File: src/rtl/neuron_lut_loader.sv
// Runtime-loadable truth table for one neuron: unpacks a checksummed byte stream
// into NW rows of DATA_W bits, then serves registered lookups M0 -> M1.
//
//   state    | meaning
//   ---------+--------------------------------------------------
//   ST_IDLE  | no load in progress; stream words are ignored
//   ST_LOAD  | accepting table words 0..NW-1 into RAM rows
//   ST_CHECK | waiting for the XOR checksum word
module neuron_lut_loader #(
   parameter int IN_BITS  = 6,
   parameter int OUT_BITS = 2,
   parameter int DATA_W   = 8
) (
   input  logic                clk,
   input  logic                rst,
   input  logic                cfg_start,
   input  logic [DATA_W-1:0]   s_data,
   input  logic                s_valid,
   output logic                s_ready,
   output logic                cfg_busy,
   output logic                cfg_done,
   output logic                cfg_err,
   output logic                tbl_valid,
   input  logic                in_valid,
   input  logic [IN_BITS-1:0]  M0,
   output logic                out_valid,
   output logic [OUT_BITS-1:0] M1
);

   localparam int EPW    = DATA_W / OUT_BITS;
   localparam int NW     = (1 << IN_BITS) / EPW;
   localparam int LANE_W = $clog2(EPW);
   localparam int ROW_W  = IN_BITS - LANE_W;
   localparam logic [ROW_W-1:0] LAST_ROW = ROW_W'(NW - 1);

   localparam logic [1:0] ST_IDLE  = 2'd0;
   localparam logic [1:0] ST_LOAD  = 2'd1;
   localparam logic [1:0] ST_CHECK = 2'd2;

   logic [1:0]          state;
   logic [ROW_W-1:0]    cnt;
   logic [DATA_W-1:0]   csum;
   logic [DATA_W-1:0]   mem [NW];
   logic                accept;
   logic [ROW_W-1:0]    row;
   logic [LANE_W-1:0]   lane;
   logic [DATA_W-1:0]   row_word;
   logic [OUT_BITS-1:0] lanes [EPW];

   assign s_ready  = (state == ST_LOAD) || (state == ST_CHECK);
   assign cfg_busy = s_ready;
   // a word coinciding with cfg_start belongs to the aborted load, so drop it
   assign accept   = s_valid && s_ready && !cfg_start;

   always_ff @(posedge clk or posedge rst) begin
      if (rst) begin
         state     <= ST_IDLE;
         cnt       <= '0;
         csum      <= '0;
         cfg_done  <= 1'b0;
         cfg_err   <= 1'b0;
         tbl_valid <= 1'b0;
      end else begin
         cfg_done <= 1'b0;
         if (cfg_start) begin
            state     <= ST_LOAD;
            cnt       <= '0;
            csum      <= '0;
            cfg_err   <= 1'b0;
            tbl_valid <= 1'b0;
         end else if (accept) begin
            case (state)
               ST_LOAD: begin
                  csum <= csum ^ s_data;
                  cnt  <= cnt + 1'b1;
                  if (cnt == LAST_ROW) state <= ST_CHECK;
               end
               ST_CHECK: begin
                  if (s_data == csum) begin
                     tbl_valid <= 1'b1;
                     cfg_done  <= 1'b1;
                  end else begin
                     cfg_err <= 1'b1;
                  end
                  state <= ST_IDLE;
               end
               default: state <= ST_IDLE;
            endcase
         end
      end
   end

   // table storage is deliberately unreset so it maps to distributed RAM
   always_ff @(posedge clk) begin
      if (accept && (state == ST_LOAD)) mem[cnt] <= s_data;
   end

   assign row      = M0[IN_BITS-1:LANE_W];
   assign lane     = M0[LANE_W-1:0];
   assign row_word = mem[row];

   always_comb begin
      for (int j = 0; j < EPW; j++) lanes[j] = row_word[j*OUT_BITS +: OUT_BITS];
   end

   always_ff @(posedge clk or posedge rst) begin
      if (rst) begin
         out_valid <= 1'b0;
         M1        <= '0;
      end else begin
         out_valid <= in_valid && tbl_valid;
         if (in_valid && tbl_valid) M1 <= lanes[lane];
      end
   end

endmodule

File: config.mk
export PLATFORM = sky130hd
export DESIGN_NAME = neuron_lut_loader
export DESIGN_NICKNAME = d
export VERILOG_FILES = /design/src/rtl/neuron_lut_loader.sv
export SDC_FILE = /design/constraint.sdc
export NUM_CORES = 1
export LEC_CHECK = 0
export CAP_MARGIN = 15
export CORE_MARGIN = 2
export CORE_UTILIZATION = 40
export CTS_CLUSTER_DIAMETER = 100
export DETAILED_ROUTE_END_ITERATION = 10
export PLACE_DENSITY = 0.61
export SETUP_SLACK_MARGIN = 0.5
export SLEW_MARGIN = 20
export SYNTH_ARGS = -nofsm -noshare
export SYNTH_HDL_FRONTEND = slang
export SYNTH_SLANG_ARGS = --single-unit
File: constraint.sdc
create_clock -name clk -period 5.3 [get_ports clk]
set_input_delay 1.06 -clock clk [delete_from_list [all_inputs] [get_ports clk]]
set_output_delay 1.06 -clock clk [all_outputs]
set_load 0.005 [all_outputs]
Word level (Yosys, flattened, before mapping)
Memory sizes are Yosys's and may differ from the RTL's.
Cells that the tools add are included.
{"block": "totals", "reg_bits": 20, "ramBits": 128, "input_bits": 19, "memories": 1}
{"name": "mem", "depth": 16, "width": 8, "read_ports": 1, "rd_clocked_by_memory_dff": 0, "write_ports": 1, "line_no": "43", "rtl": "logic [DATA_W-1:0] mem [NW];"}
{"block": "classes", "addsub": 1, "order_cmp": 1, "eq_ne": 6, "n_mux": 27, "n_bitwise": 2, "n_reduce_logical": 14}
{"op": "8-bit 2-to-1 mux", "count": 3}
{"op": "1-bit 2-to-1 mux", "count": 14}
{"op": "2-bit 2-to-1 mux", "count": 6}
{"op": "4-bit 2-to-1 mux", "count": 3}
{"op": "8-bit equality test", "count": 1}
{"op": "2-bit nonzero test", "count": 4}
{"op": "8-bit XOR", "count": 1}
{"op": "3-bit AND reduction", "count": 2}
{"op": "4-bit by 1-bit adder with 4-bit output, second input constant", "count": 1}
{"op": "2-bit binary-select mux with 2-bit select", "count": 1}
{"op": "4-bit equality test, second input constant", "count": 1}
{"op": "1-bit logical AND", "count": 4}
{"op": "2-bit AND reduction", "count": 2}
{"op": "3-bit greater-or-equal comparator, second input constant", "count": 1}
{"op": "3-bit by 2-bit != test with 1-bit output, second input constant", "count": 1}
{"op": "2-bit inverter with 3-bit output", "count": 1}
{"op": "2-bit by 1-bit equality test with 1-bit output, second input constant", "count": 1}
{"op": "2-bit equality test, second input constant", "count": 1}
{"op": "2-bit != test, second input constant", "count": 1}
{"op": "1-bit logical NOT", "count": 1}
{"op": "1-bit logical OR", "count": 1}

Depth between registers and ports, before layout
Gate-level depths: netlist (run 1).
{"block": "logic_depth", "depth_word": 7, "depth_mapped": 8, "ltp_nobuf": 7}

Worst setup path after synthesis (run 1)
Ideal clock, no wire load.
{"block": "synth_timing", "path_type": "in2reg", "start": "in s_valid", "end": "mem mem[3][0], enable pin", "arrival_time_ns": 2.451, "t_required_ns": 4.917, "path_slack_ns": 2.466, "stages": 5, "n_path_buf": 0, "path_cell_list": "nor2b_1 > and2_1 > nor2b_1 > nand2_1 > nor3_1"}
{"block": "synth_via", "elab_chain_len": 5}
{"item": "start, declared", "line_no": "18", "rtl": "input logic s_valid,"}
{"item": "1-bit logical AND (2 in a row)", "line_no": "53", "rtl": "assign accept = s_valid && s_ready && !cfg_start;"}
{"item": "1-bit logical AND", "line_no": "95", "rtl": "if (accept && (state == ST_LOAD)) mem[cnt] <= s_data;"}
{"item": "1-bit 2-to-1 mux", "line_no": "95"}
{"item": "1-bit 2-to-1 mux (implied by the code)", "line_no": "95"}
{"item": "end, declared", "line_no": "43"}
Every way passes these cells.

Worst setup path after layout (run 1)
{"block": "layout_timing", "start": "in s_valid", "end": "mem mem[0][4], enable pin"}
Same word-level chain as after synthesis.

==> metrics.txt, run 1 <==
# TYPE chip_impl_metric gauge
chip_impl_info{name="run_status",value="finished clean"} 1
chip_impl_metric{name="via_count_of_the_first_global_routing_pass",unit=""} 3318
chip_impl_metric{name="ant_nets",unit=""} 0
chip_impl_metric{name="place.detailed.instances",unit=""} 567
chip_impl_info{name="worstSetupPathType",value="in2reg"} 1
chip_impl_metric{name="slew_headroom",unit="%"} 31.3
chip_impl_metric{name="cp_data_arrival_time",unit="ns"} 3.49
chip_impl_metric{name="numCtsBuffers",unit=""} 17
chip_impl_info{name="synthDominantAreaCellType",value="sky130_fd_sc_hd__edfxtp_1"} 1
chip_impl_metric{name="yosys_register_bits",unit=""} 148
chip_impl_metric{name="routedWlPerCell",unit="um"} 20.5
chip_impl_metric{name="max-clock-path-buffers",unit=""} 2
chip_impl_metric{name="syn-cell-area",unit="sq um"} 6080
chip_impl_info{name="crit_path_max_delay_cell_type",value="sky130_fd_sc_hd__nor3_1"} 1
chip_impl_metric{name="final_core_utilization",unit="%"} 47.7
chip_impl_metric{name="tightestPinTransition",unit="ns"} 1.02
chip_impl_metric{name="post_synth_inst_count",unit=""} 361
chip_impl_info{name="post_synth_main_area_contributors",value="sky130_fd_sc_hd__edfxtp_1 63%, sky130_fd_sc_hd__dfrtp_1 8.2%, sky130_fd_sc_hd__mux4_2 7.8%, sky130_fd_sc_hd__mux2i_1 2.6%, sky130_fd_sc_hd__xor2_1 2.6%"} 1
chip_impl_metric{name="synth_seq_area_share",unit="%"} 71.5
chip_impl_metric{name="start_util",unit="%"} 40.4
chip_impl_metric{name="dp_hpwl",unit="mm"} 7.75
chip_impl_metric{name="postRouteWirelength",unit="mm"} 12.3
chip_impl_info{name="hold_path_class",value="reg2reg"} 1
chip_impl_metric{name="drv_cap",unit=""} 0
chip_impl_metric{name="grt.overflow.total",unit=""} 0
chip_impl_metric{name="boundaryPins",unit=""} 27
chip_impl_metric{name="grt_max_degree",unit=""} 36
chip_impl_info{name="cts.root.buffer_cell",value="sky130_fd_sc_hd__clkbuf_16"} 1
chip_impl_metric{name="worst_ir_drop_vdd",unit="V"} 0.000210
chip_impl_metric{name="finalSetupViolCount",unit=""} 0
chip_impl_metric{name="num_antenna_cells",unit=""} 0
chip_impl_info{name="tritoncts",value="done"} 1
chip_impl_metric{name="period_share",unit="%"} 65.2
chip_impl_metric{name="fillerInstances",unit=""} 1226
chip_impl_metric{name="post_synth.cell_area_avg",unit="sq um"} 16.8
chip_impl_metric{name="syn2layout_area_growth",unit="%"} 17.9
chip_impl_metric{name="slew_violations",unit=""} 0
chip_impl_metric{name="die_height",unit="um"} 127
chip_impl_metric{name="fp.dieW",unit="um"} 127
chip_impl_metric{name="hold_viol",unit=""} 0
chip_impl_metric{name="post-route-min-period",unit="ns"} 3.45
chip_impl_metric{name="max_clock_freq",unit="GHz"} 0.290
chip_impl_metric{name="die_area",unit="sq um"} 16200
chip_impl_metric{name="syn_nets",unit=""} 386
chip_impl_metric{name="fin_nets",unit=""} 423
chip_impl_metric{name="data_required_time_of_the_critical_path",unit="ns"} 5.34
chip_impl_metric{name="leakage",unit="uW"} 0.00252
chip_impl_metric{name="critical_path_peak_fanout",unit=""} 14
chip_impl_info{name="crit_chain",value="clkdlybuf4s50_1, nor2b_1, and2_1, nor2b_1, nand2_1, nor3_1"} 1
chip_impl_metric{name="cts_setup_buffers",unit=""} 0
chip_impl_info{name="crit_end_element",value="flip-flop"} 1
chip_impl_metric{name="route.detailed.vias_per_inst",unit=""} 5.34
chip_impl_info{name="crit_top_cell",value="sky130_fd_sc_hd__nor2b_1"} 1
chip_impl_metric{name="cts.hold.buffers_added",unit=""} 0
chip_impl_metric{name="r2r_setup_slack",unit="ns"} 2.22
chip_impl_metric{name="grt_pass1_wl",unit="mm"} 19.3
chip_impl_metric{name="grt_antenna_before_repair",unit=""} 0
chip_impl_info{name="timing.critical_path.from_type",value="primary input"} 1
chip_impl_metric{name="synth_enable_flop_cells",unit=""} 128
chip_impl_metric{name="post_layout_nonfiller_instances",unit=""} 598
chip_impl_metric{name="drt_iter0_drc",unit=""} 226
chip_impl_metric{name="detailroute.via_count",unit=""} 3193
chip_impl_metric{name="detailedRoute.firstPassIterationCount",unit=""} 5
chip_impl_metric{name="cts.sinks",unit=""} 148
chip_impl_metric{name="htreeDepth",unit=""} 4
chip_impl_metric{name="final.setup.tns",unit="ns"} 0
chip_impl_info{name="setup_repair_after_global_routing_missed_its_margin",value="no"} 1
chip_impl_metric{name="core_area",unit="sq um"} 15000
chip_impl_metric{name="synthArstFlopShare",unit="%"} 13.5
chip_impl_metric{name="post_route_cells_drive_above_1_share",unit="%"} 15.1
chip_impl_metric{name="synth-warning-count",unit=""} 0
chip_impl_metric{name="cts.reportedPaths.clkPinSlew",unit="ns"} 0.06
chip_impl_metric{name="cts.repair.resized",unit=""} 0
chip_impl_metric{name="gr-usage-all-layers",unit="%"} 16.5
chip_impl_metric{name="clock_latency",unit="ns"} 0.42
chip_impl_metric{name="rows",unit=""} 45
chip_impl_metric{name="fin_skew",unit="ns"} 0.00847
chip_impl_metric{name="port-buffer-count",unit=""} 26
chip_impl_metric{name="pwr_density_cell",unit="nW/um^2"} 377
chip_impl_metric{name="drc_errors_left",unit=""} 0
chip_impl_info{name="postSynth.topFlopCell",value="sky130_fd_sc_hd__edfxtp_1"} 1
chip_impl_metric{name="synthDistinctLibCells",unit=""} 40
chip_impl_metric{name="timing.critical_path.slowest_cell_delay",unit="ns"} 0.80
chip_impl_metric{name="gp_congestion",unit=""} 0.804
chip_impl_metric{name="netlist.area_leader.share",unit="%"} 63.3
final timing paths:
check                           startpoint        end  cells after the start
worst min register to register    state[0]   state[0]                      1
worst min-delay path              state[0]   state[0]                      1
min in group asynchronous              rst    csum[6]                      2
worst max register to register    state[0]  mem[0][4]                      7
worst max-delay path               s_valid  mem[0][4]                      6
max in group asynchronous              rst     cnt[2]                      2
routing by layer:
| layer | share of wire, % | up-vias | track usage, % | wire, um |
|---|---|---|---|---|
| met4 | 2.1 | 0 | 8.27 | 263 |
| met2 | 47 | 101 | 24.7 | 5760 |
| li1 | - | 1455 | - | - |
| met1 | 44 | 1618 | 22.3 | 5400 |
| met3 | 6.8 | 19 | 4.56 | 833 |
| met5 | 0 | - | 0 | 0 |
critical path, delay by kind of cell:
family / cells / cell delay, ns
simple gates: 5 / 1.98
buf+inv: 1 / 0.44
cells in the mapped netlist (all sizes together), types with 2 or more instances:
master   instances
a21oi            2
a22o             2
and3             3
and3b            2
buf             10
clkbuf           7
dfrtp           20
edfxtp         128
ha               6
inv              8
mux2             4
mux2i           16
mux4            24
nand2           30
nand2b           2
nand3           10
nand4            4
nor2            31
nor2b            4
nor3             4
nor3b            2
nor4             4
o2111ai          6
o221ai           2
o22ai            2
o31ai            2
xor2            18
power breakdown:
group	leakage, uW	switching, uW	internal [uW]
Sequential	0.00142	10.4	1280
Clock	0.000295	436	825
Combinational	0.000803	83.9	62.5
state kept, by name (all words and copies together), names as in the netlist:
| name | cells |
|---|---|
| mem | 128 |
| cnt | 4 |
| csum | 8 |
| cfg_err | 1 |
| cfg_done | 1 |
| M1 | 2 |
| state | 2 |
| out_valid | 1 |
| tbl_valid | 1 |
placed cells by master (no fill, tap or decap), types with 3 or more instances in the layout:
| cell type | instances |
|---|---|
| sky130_fd_sc_hd__nor4_1 | 4 |
| sky130_fd_sc_hd__mux2i_1 | 16 |
| sky130_fd_sc_hd__clkbuf_16 | 17 |
| sky130_fd_sc_hd__mux4_1 | 3 |
| sky130_fd_sc_hd__edfxtp_1 | 128 |
| sky130_fd_sc_hd__dfrtp_1 | 20 |
| sky130_fd_sc_hd__and3_1 | 3 |
| sky130_fd_sc_hd__ha_1 | 6 |
| sky130_fd_sc_hd__nand4_1 | 4 |
| sky130_fd_sc_hd__mux4_2 | 21 |
| sky130_fd_sc_hd__o2111ai_1 | 6 |
| sky130_fd_sc_hd__inv_1 | 8 |
| sky130_fd_sc_hd__nor2_1 | 31 |
| sky130_fd_sc_hd__buf_4 | 9 |
| sky130_fd_sc_hd__nand2_1 | 30 |
| sky130_fd_sc_hd__nand3_1 | 10 |
| sky130_fd_sc_hd__nor2b_1 | 4 |
| sky130_fd_sc_hd__clkdlybuf4s50_1 | 24 |
| sky130_fd_sc_hd__clkinv_1 | 3 |
| sky130_fd_sc_hd__xor2_1 | 18 |
| sky130_fd_sc_hd__bufinv_16 | 5 |
kinds of logic after synthesis:
logic type / Yosys count / share of synthesized area [%]
fa+ha+maj: 6 / 1.24
xor+xnor: 19 / 2.74
buf+inv: 25 / 2.04
simple gates: 100 / 7.66
flops: 148 / 71.5
compound gates: 19 / 2.37
mux: 44 / 12.5
through the flow:
stage | hold WS, ns | worst slack [ns] | cell area, sq um | power, uW
detailed placement | 0.509 | 1.25 | 6540 | 1470
CTS | 0.525 | 1.70 | 7160 | 2720
finish | 0.521 | 1.85 | 7160 | 2700
global route | 0.542 | 1.55 | 7160 | 2780
floorplan | 0.479 | 2.47 | 6080 | 1400
global placement | 0.497 | 1.33 | 6540 | 1470
cell type report:
cell class / instances / area [sq um] / area share (%)
clock buffers: 19 / 433 / 6.04
well taps: 188 / 235 / 3.28
inverters: 8 / 30.0 / 0.419
multi-input cells: 188 / 1620 / 22.6
clock inverters: 12 / 186 / 2.60
repair buffers: 35 / 318 / 4.44
flip-flops and latches: 148 / 4340 / 60.6
(Power assumes the default switching activity.)
==> run 2: changes to the inputs <==
==> constraint.sdc (replaced) <==
create_clock -name clk -period 3.6 [get_ports clk]
set_input_delay 0.72 -clock clk [delete_from_list [all_inputs] [get_ports clk]]
set_output_delay 0.72 -clock clk [all_outputs]
set_load 0.005 [all_outputs]
==> metrics.txt, run 2 (synthesis results as in run 1) <==
# TYPE chip_impl_metric gauge
chip_impl_info{name="run_status",value="finished clean"} 1
chip_impl_info{name="worstSetupPathType",value="in2reg"} 1
chip_impl_metric{name="grt.overflow.total",unit=""} 0
chip_impl_metric{name="detailroute.via_count",unit=""} 3179
chip_impl_metric{name="slew_headroom",unit="%"} 40.3
chip_impl_metric{name="port-buffer-count",unit=""} 26
chip_impl_metric{name="fp.dieW",unit="um"} 127
chip_impl_metric{name="ant_nets",unit=""} 0
chip_impl_metric{name="grt_antenna_before_repair",unit=""} 0
chip_impl_metric{name="grt_max_degree",unit=""} 25
chip_impl_metric{name="cp_data_arrival_time",unit="ns"} 3.03
chip_impl_metric{name="die_area",unit="sq um"} 16200
chip_impl_info{name="crit_path_max_delay_cell_type",value="sky130_fd_sc_hd__clkdlybuf4s50_1"} 1
chip_impl_metric{name="worst_ir_drop_vdd",unit="V"} 0.000319
chip_impl_info{name="timing.critical_path.from_type",value="primary input"} 1
chip_impl_metric{name="cts.hold.buffers_added",unit=""} 0
chip_impl_metric{name="fin_nets",unit=""} 443
chip_impl_metric{name="data_required_time_of_the_critical_path",unit="ns"} 3.89
chip_impl_metric{name="numCtsBuffers",unit=""} 17
chip_impl_metric{name="via_count_of_the_first_global_routing_pass",unit=""} 3376
chip_impl_metric{name="r2r_setup_slack",unit="ns"} 1.31
chip_impl_metric{name="pwr_density_cell",unit="nW/um^2"} 516
chip_impl_info{name="final_common_cell",value="sky130_fd_sc_hd__edfxtp_1"} 1
chip_impl_metric{name="leakage",unit="uW"} 0.00258
chip_impl_metric{name="finalSetupViolCount",unit=""} 0
chip_impl_metric{name="hold_viol",unit=""} 0
chip_impl_metric{name="drv_cap",unit=""} 0
chip_impl_metric{name="layout_setup_ws",unit="ns"} 0.866
chip_impl_info{name="regMostFlops",value="mem"} 1
chip_impl_info{name="cts.root.buffer_cell",value="sky130_fd_sc_hd__clkbuf_16"} 1
chip_impl_metric{name="flip_flop_count_of_the_largest_register_after_layout",unit=""} 128
chip_impl_info{name="cp-startpoint",value="M0[2]"} 1
chip_impl_metric{name="clock_latency",unit="ns"} 0.42
chip_impl_info{name="crit_end_element",value="flip-flop"} 1
chip_impl_info{name="worstReg2RegStart",value="state[0]"} 1
chip_impl_metric{name="post-route-min-period",unit="ns"} 2.73
chip_impl_metric{name="timing.critical_path.slowest_cell_delay",unit="ns"} 0.83
chip_impl_metric{name="route.detailed.vias_per_inst",unit=""} 5.14
chip_impl_metric{name="drc_errors_left",unit=""} 0
chip_impl_info{name="crit_chain",value="clkdlybuf4s50_1, buf_4, mux4_2, mux2_2, o221ai_1, nor3b_1"} 1
chip_impl_info{name="tritoncts",value="done"} 1
chip_impl_info{name="setup_repair_after_global_routing_missed_its_margin",value="no"} 1
chip_impl_metric{name="cts.reportedPaths.clkPinSlew",unit="ns"} 0.06
chip_impl_metric{name="max_clock_freq",unit="GHz"} 0.366
chip_impl_metric{name="rows",unit=""} 45
chip_impl_metric{name="cts.sinks",unit=""} 148
chip_impl_metric{name="gr-usage-all-layers",unit="%"} 16.7
chip_impl_metric{name="boundaryPins",unit=""} 27
chip_impl_metric{name="gp_congestion",unit=""} 0.807
chip_impl_metric{name="drt_iter0_drc",unit=""} 333
chip_impl_info{name="hold_path_class",value="reg2reg"} 1
chip_impl_metric{name="num_antenna_cells",unit=""} 0
chip_impl_metric{name="detailedRoute.firstPassIterationCount",unit=""} 4
chip_impl_metric{name="syn2layout_area_growth",unit="%"} 19.0
chip_impl_metric{name="start_util",unit="%"} 40.4
chip_impl_metric{name="final.setup.tns",unit="ns"} 0
chip_impl_metric{name="max-clock-path-buffers",unit=""} 2
chip_impl_metric{name="fillerInstances",unit=""} 1261
chip_impl_metric{name="ff2ff_path_depth",unit=""} 8
chip_impl_metric{name="htreeDepth",unit=""} 4
chip_impl_info{name="worstReg2RegEnd",value="mem[1][3]"} 1
chip_impl_metric{name="grt_pass1_wl",unit="mm"} 19.6
chip_impl_metric{name="dp_hpwl",unit="mm"} 8.15
chip_impl_info{name="biggestRegsByFlops",value="mem: 128 flops, csum: 8 flops, cnt: 4 flops"} 1
chip_impl_info{name="most_frequent_cells_in_the_layout",value="128 x sky130_fd_sc_hd__edfxtp_1, 31 x sky130_fd_sc_hd__nor2_1, 30 x sky130_fd_sc_hd__nand2_1"} 1
chip_impl_metric{name="fin_skew",unit="ns"} 0.00651
chip_impl_info{name="min-delay-start",value="cfg_err"} 1
chip_impl_metric{name="slew_violations",unit=""} 0
chip_impl_metric{name="multi_input_area",unit="sq um"} 1610
chip_impl_metric{name="core_area",unit="sq um"} 15000
chip_impl_metric{name="cts_setup_buffers",unit=""} 0
chip_impl_metric{name="postRouteWirelength",unit="mm"} 12.3
chip_impl_metric{name="die_height",unit="um"} 127
chip_impl_metric{name="sequential_cell_area",unit="sq um"} 4340
chip_impl_metric{name="cts.repair.resized",unit=""} 0
chip_impl_metric{name="critical_path_peak_fanout",unit=""} 23
chip_impl_info{name="cp_endpoint",value="M1[0]"} 1
chip_impl_metric{name="post_route_cells_drive_above_1_share",unit="%"} 19.3
chip_impl_metric{name="period_share",unit="%"} 75.9
chip_impl_metric{name="tightestPinTransition",unit="ns"} 0.895
chip_impl_metric{name="detailedPlace.worstSlack",unit="ns"} 0.372
chip_impl_metric{name="routedWlPerCell",unit="um"} 19.8
run 2: cell types whose count changed in the layout (fill, tap and decap cells not counted):
| cell | previous run | this run |
|---|---|---|
| sky130_fd_sc_hd__buf_4 | 9 | 29 |
| sky130_fd_sc_hd__buf_2 | 2 | 1 |
| sky130_fd_sc_hd__clkinv_4 | 0 | 2 |
| sky130_fd_sc_hd__clkinv_2 | 2 | 6 |
| sky130_fd_sc_hd__clkdlybuf4s50_1 | 24 | 25 |
| sky130_fd_sc_hd__clkbuf_1 | 2 | 0 |
| sky130_fd_sc_hd__nor3_2 | 2 | 0 |
| sky130_fd_sc_hd__bufinv_16 | 5 | 1 |
| sky130_fd_sc_hd__clkinv_1 | 3 | 2 |
| sky130_fd_sc_hd__nor3_1 | 2 | 4 |
| sky130_fd_sc_hd__inv_6 | 0 | 1 |
| sky130_fd_sc_hd__clkinvlp_4 | 2 | 3 |
run 2: per-stage QoR:
step / area, sq um / utilization (%) / hold WS (ns) / std cells / total power, uW
floorplan: 6080 / - / 0.479 / 361 / 2060
global placement: 6690 / 44.5 / 0.497 / 587 / 2160
detailed placement: 6690 / 44.5 / 0.504 / 587 / 2170
CTS: 7230 / 48.1 / 0.517 / 619 / 3770
global route: 7230 / 48.1 / 0.543 / 619 / 3870
finish: 7230 / 48.1 / 0.511 / 619 / 3730
run 2: area by class of cell:
class	instances	share of cell area [%]
Clock inverter	15	1.61
Tap cell	188	3.25
Timing Repair Buffer	55	6.54
Multi-Input combinational cell	188	22.2
Inverter	8	0.415
Clock buffer	17	5.88
Sequential cell	148	60.1
run 2: metal layers:
layer  global-route usage [%]  wire length [um]  vias to the layer above
met5                        0                 0                        -
met4                     4.98               135                        0
met3                     5.32               854                       11
met2                     25.3              5730                       76
met1                     23.5              5560                     1584
li1                         -                 -                     1508
run 2: power by group:
part	switching [uW]	internal (uW)	total (uW)
Clock	668	939	1610
Sequential	15.1	1890	1910
Combinational	125	97.3	222
run 2: worst min path at each step:
stage          endpoint  slack (ns)  cells past startpoint
6_report        cfg_err        0.51                      2
5_1_grt        state[0]        0.54                      1
4_1_cts         cfg_err        0.52                      2
3_5_place_dp    cfg_err        0.50                      2
3_3_place_gp   state[0]        0.50                      1
2_1_floorplan  state[0]        0.48                      1
run 2: critical path, delay by kind of cell:
family,cells,cell delay [ns]
AO/OA/AOI/OAI,1,0.16
buffers and inverters,2,1.24
multiplexers,2,0.83
AND/OR/NAND/NOR,1,0.07
==> edit: new RTL, settings of run 2 <==
Make the reset (`rst`) synchronous in 2 clocked blocks.
--- a/src/rtl/neuron_lut_loader.sv
+++ b/src/rtl/neuron_lut_loader.sv
@@ -52,7 +52,7 @@
    // a word coinciding with cfg_start belongs to the aborted load, so drop it
    assign accept   = s_valid && s_ready && !cfg_start;
 
-   always_ff @(posedge clk or posedge rst) begin
+   always_ff @(posedge clk) begin
       if (rst) begin
          state     <= ST_IDLE;
          cnt       <= '0;
@@ -103,7 +103,7 @@
       for (int j = 0; j < EPW; j++) lanes[j] = row_word[j*OUT_BITS +: OUT_BITS];
    end
 
-   always_ff @(posedge clk or posedge rst) begin
+   always_ff @(posedge clk) begin
       if (rst) begin
          out_valid <= 1'b0;
          M1        <= '0;
Function: differs if rst is asserted again (counterexample within 4 cycles, from zero or initial values and one cycle with rst high); with rst held inactive, the same outputs for 10 cycles.
==> edit against run 2 <==
- sequential power is 2% lower
- clock power is 11% higher
- critical path type unchanged
- count of clock-buffer cells in the layout is 2 higher
- largest power group unchanged
- sequential cell count stayed put
- register-to-register slack better by 0.07 ns
- fmax is 1.2% lower
- synthesized area is 0.56% lower
- power is 2.2% higher
- via count is 0.98% higher
- wire length is 2.2% lower
- cell area is 0.35% lower
- non-clock buffer count is 3 lower
- setup slack worse by 0.033 ns
==> edit: results (changes against run 2) <==
* Status: complete, no violations
* Leak at 2.487 nW (-3.6%)
* All-Layer GR Usage at 0.1626 (-0.004802)
* Initial DRC count at 436 (+31%)
* Placer Congestion at 0.8144 (+0.92%)
* Synth Area in Adders at 0.01242 (+0.00006908)
* Vias at 3210 (+0.98%)
* DR pass1 iterations at 5 (+1)
* Post-synth cell types at 41 (+2.5%)
* Clock Skew at 0.008175 ns (+0.001664 ns)
* Synth area leaders: edfxtp_1, dfxtp_1, mux4_1
* Total Wirelength at 12010 um (-2.2%)
* Syn Nets at 385 (-0.26%)
* Detailed Place HPWL at 7802 um (-4.3%)
* First-pass GRT wire length at 18940 um (-3.5%)
* Dpl cells at 579 (-1.4%)
* Slew @ Worst Pin at 0.8347 ns (-0.06006 ns)
* Post-Syn Area per Cell at 16.78 um^2 (-0.28%)
* CP max FO at 15 (-35%)
* Critical R2R Launch: state[0]$_SDFFE_PP0P_
* Total Nets Final at 439 (-0.90%)
* Register area share after synthesis at 0.7024 (-0.01257)
* CP max stage delay at 0.85 ns (+0.02 ns)
* Compound-cell area share of the yosys netlist at 0.03583 (+0.01214)
* Worst vdd ir at 0.0002553 V (-20%)
edit: kinds of logic after synthesis:
logic type	count (synthesis)
xor+xnor	19
fa+ha+maj	6
compound gates	28
flops	148
simple gates	94
buf+inv	23
mux	42
edit: cell type report:
type,count,area share
inverters,6,0.003125
clock inverters,13,0.02274
repair buffers,52,0.06424
flip-flops and latches,148,0.5889
multi-input cells,189,0.2290
clock buffers,19,0.06007
well taps,184,0.03194
edit: worst reg2reg max path: cells and delay by family, from the launching register on:
kind / cells / cell delay (ns)
fa+ha+maj: 1 / 0.30
simple gates: 4 / 0.64
flops: 1 / 0.36
buf+inv: 4 / 0.63
edit: path summary, 6_finish.rpt:
| check | endpoint | slack [ns] | depth (start not counted) |
|---|---|---|---|
| max reg2reg | mem[3][6]$_DFFE_PP_ | 1.38 | 9 |
| max | M1[1]$_SDFFE_PP0P_ | 0.83 | 7 |
| min | tbl_valid$_SDFFE_PP0P_ | 0.48 | 1 |
| min reg2reg | tbl_valid$_SDFFE_PP0P_ | 0.48 | 1 |
edit: layer usage:
layer / GRT usage / share of wire
met1: 0.2226 / 0.46
met2: 0.2445 / 0.47
met3: 0.04386 / 0.053
met4: 0.07434 / 0.020
met5: 0 / 0
edit: where the power goes:
part,total [W],leakage [nW],internal (W),switching [W]
logic,0.000172,0.882,0.0000746,0.0000976
clock network,0.00178,0.293,0.00114,0.000637
registers,0.00187,1.31,0.00186,0.00000142
edit: per-stage QoR:
step                        util  cell area, um^2
after floorplan                -             6042
after global placement    0.4514             6610
after detailed placement  0.4514             6610
after CTS                 0.4921             7207
after global routing      0.4921             7207
final                     0.4921             7207
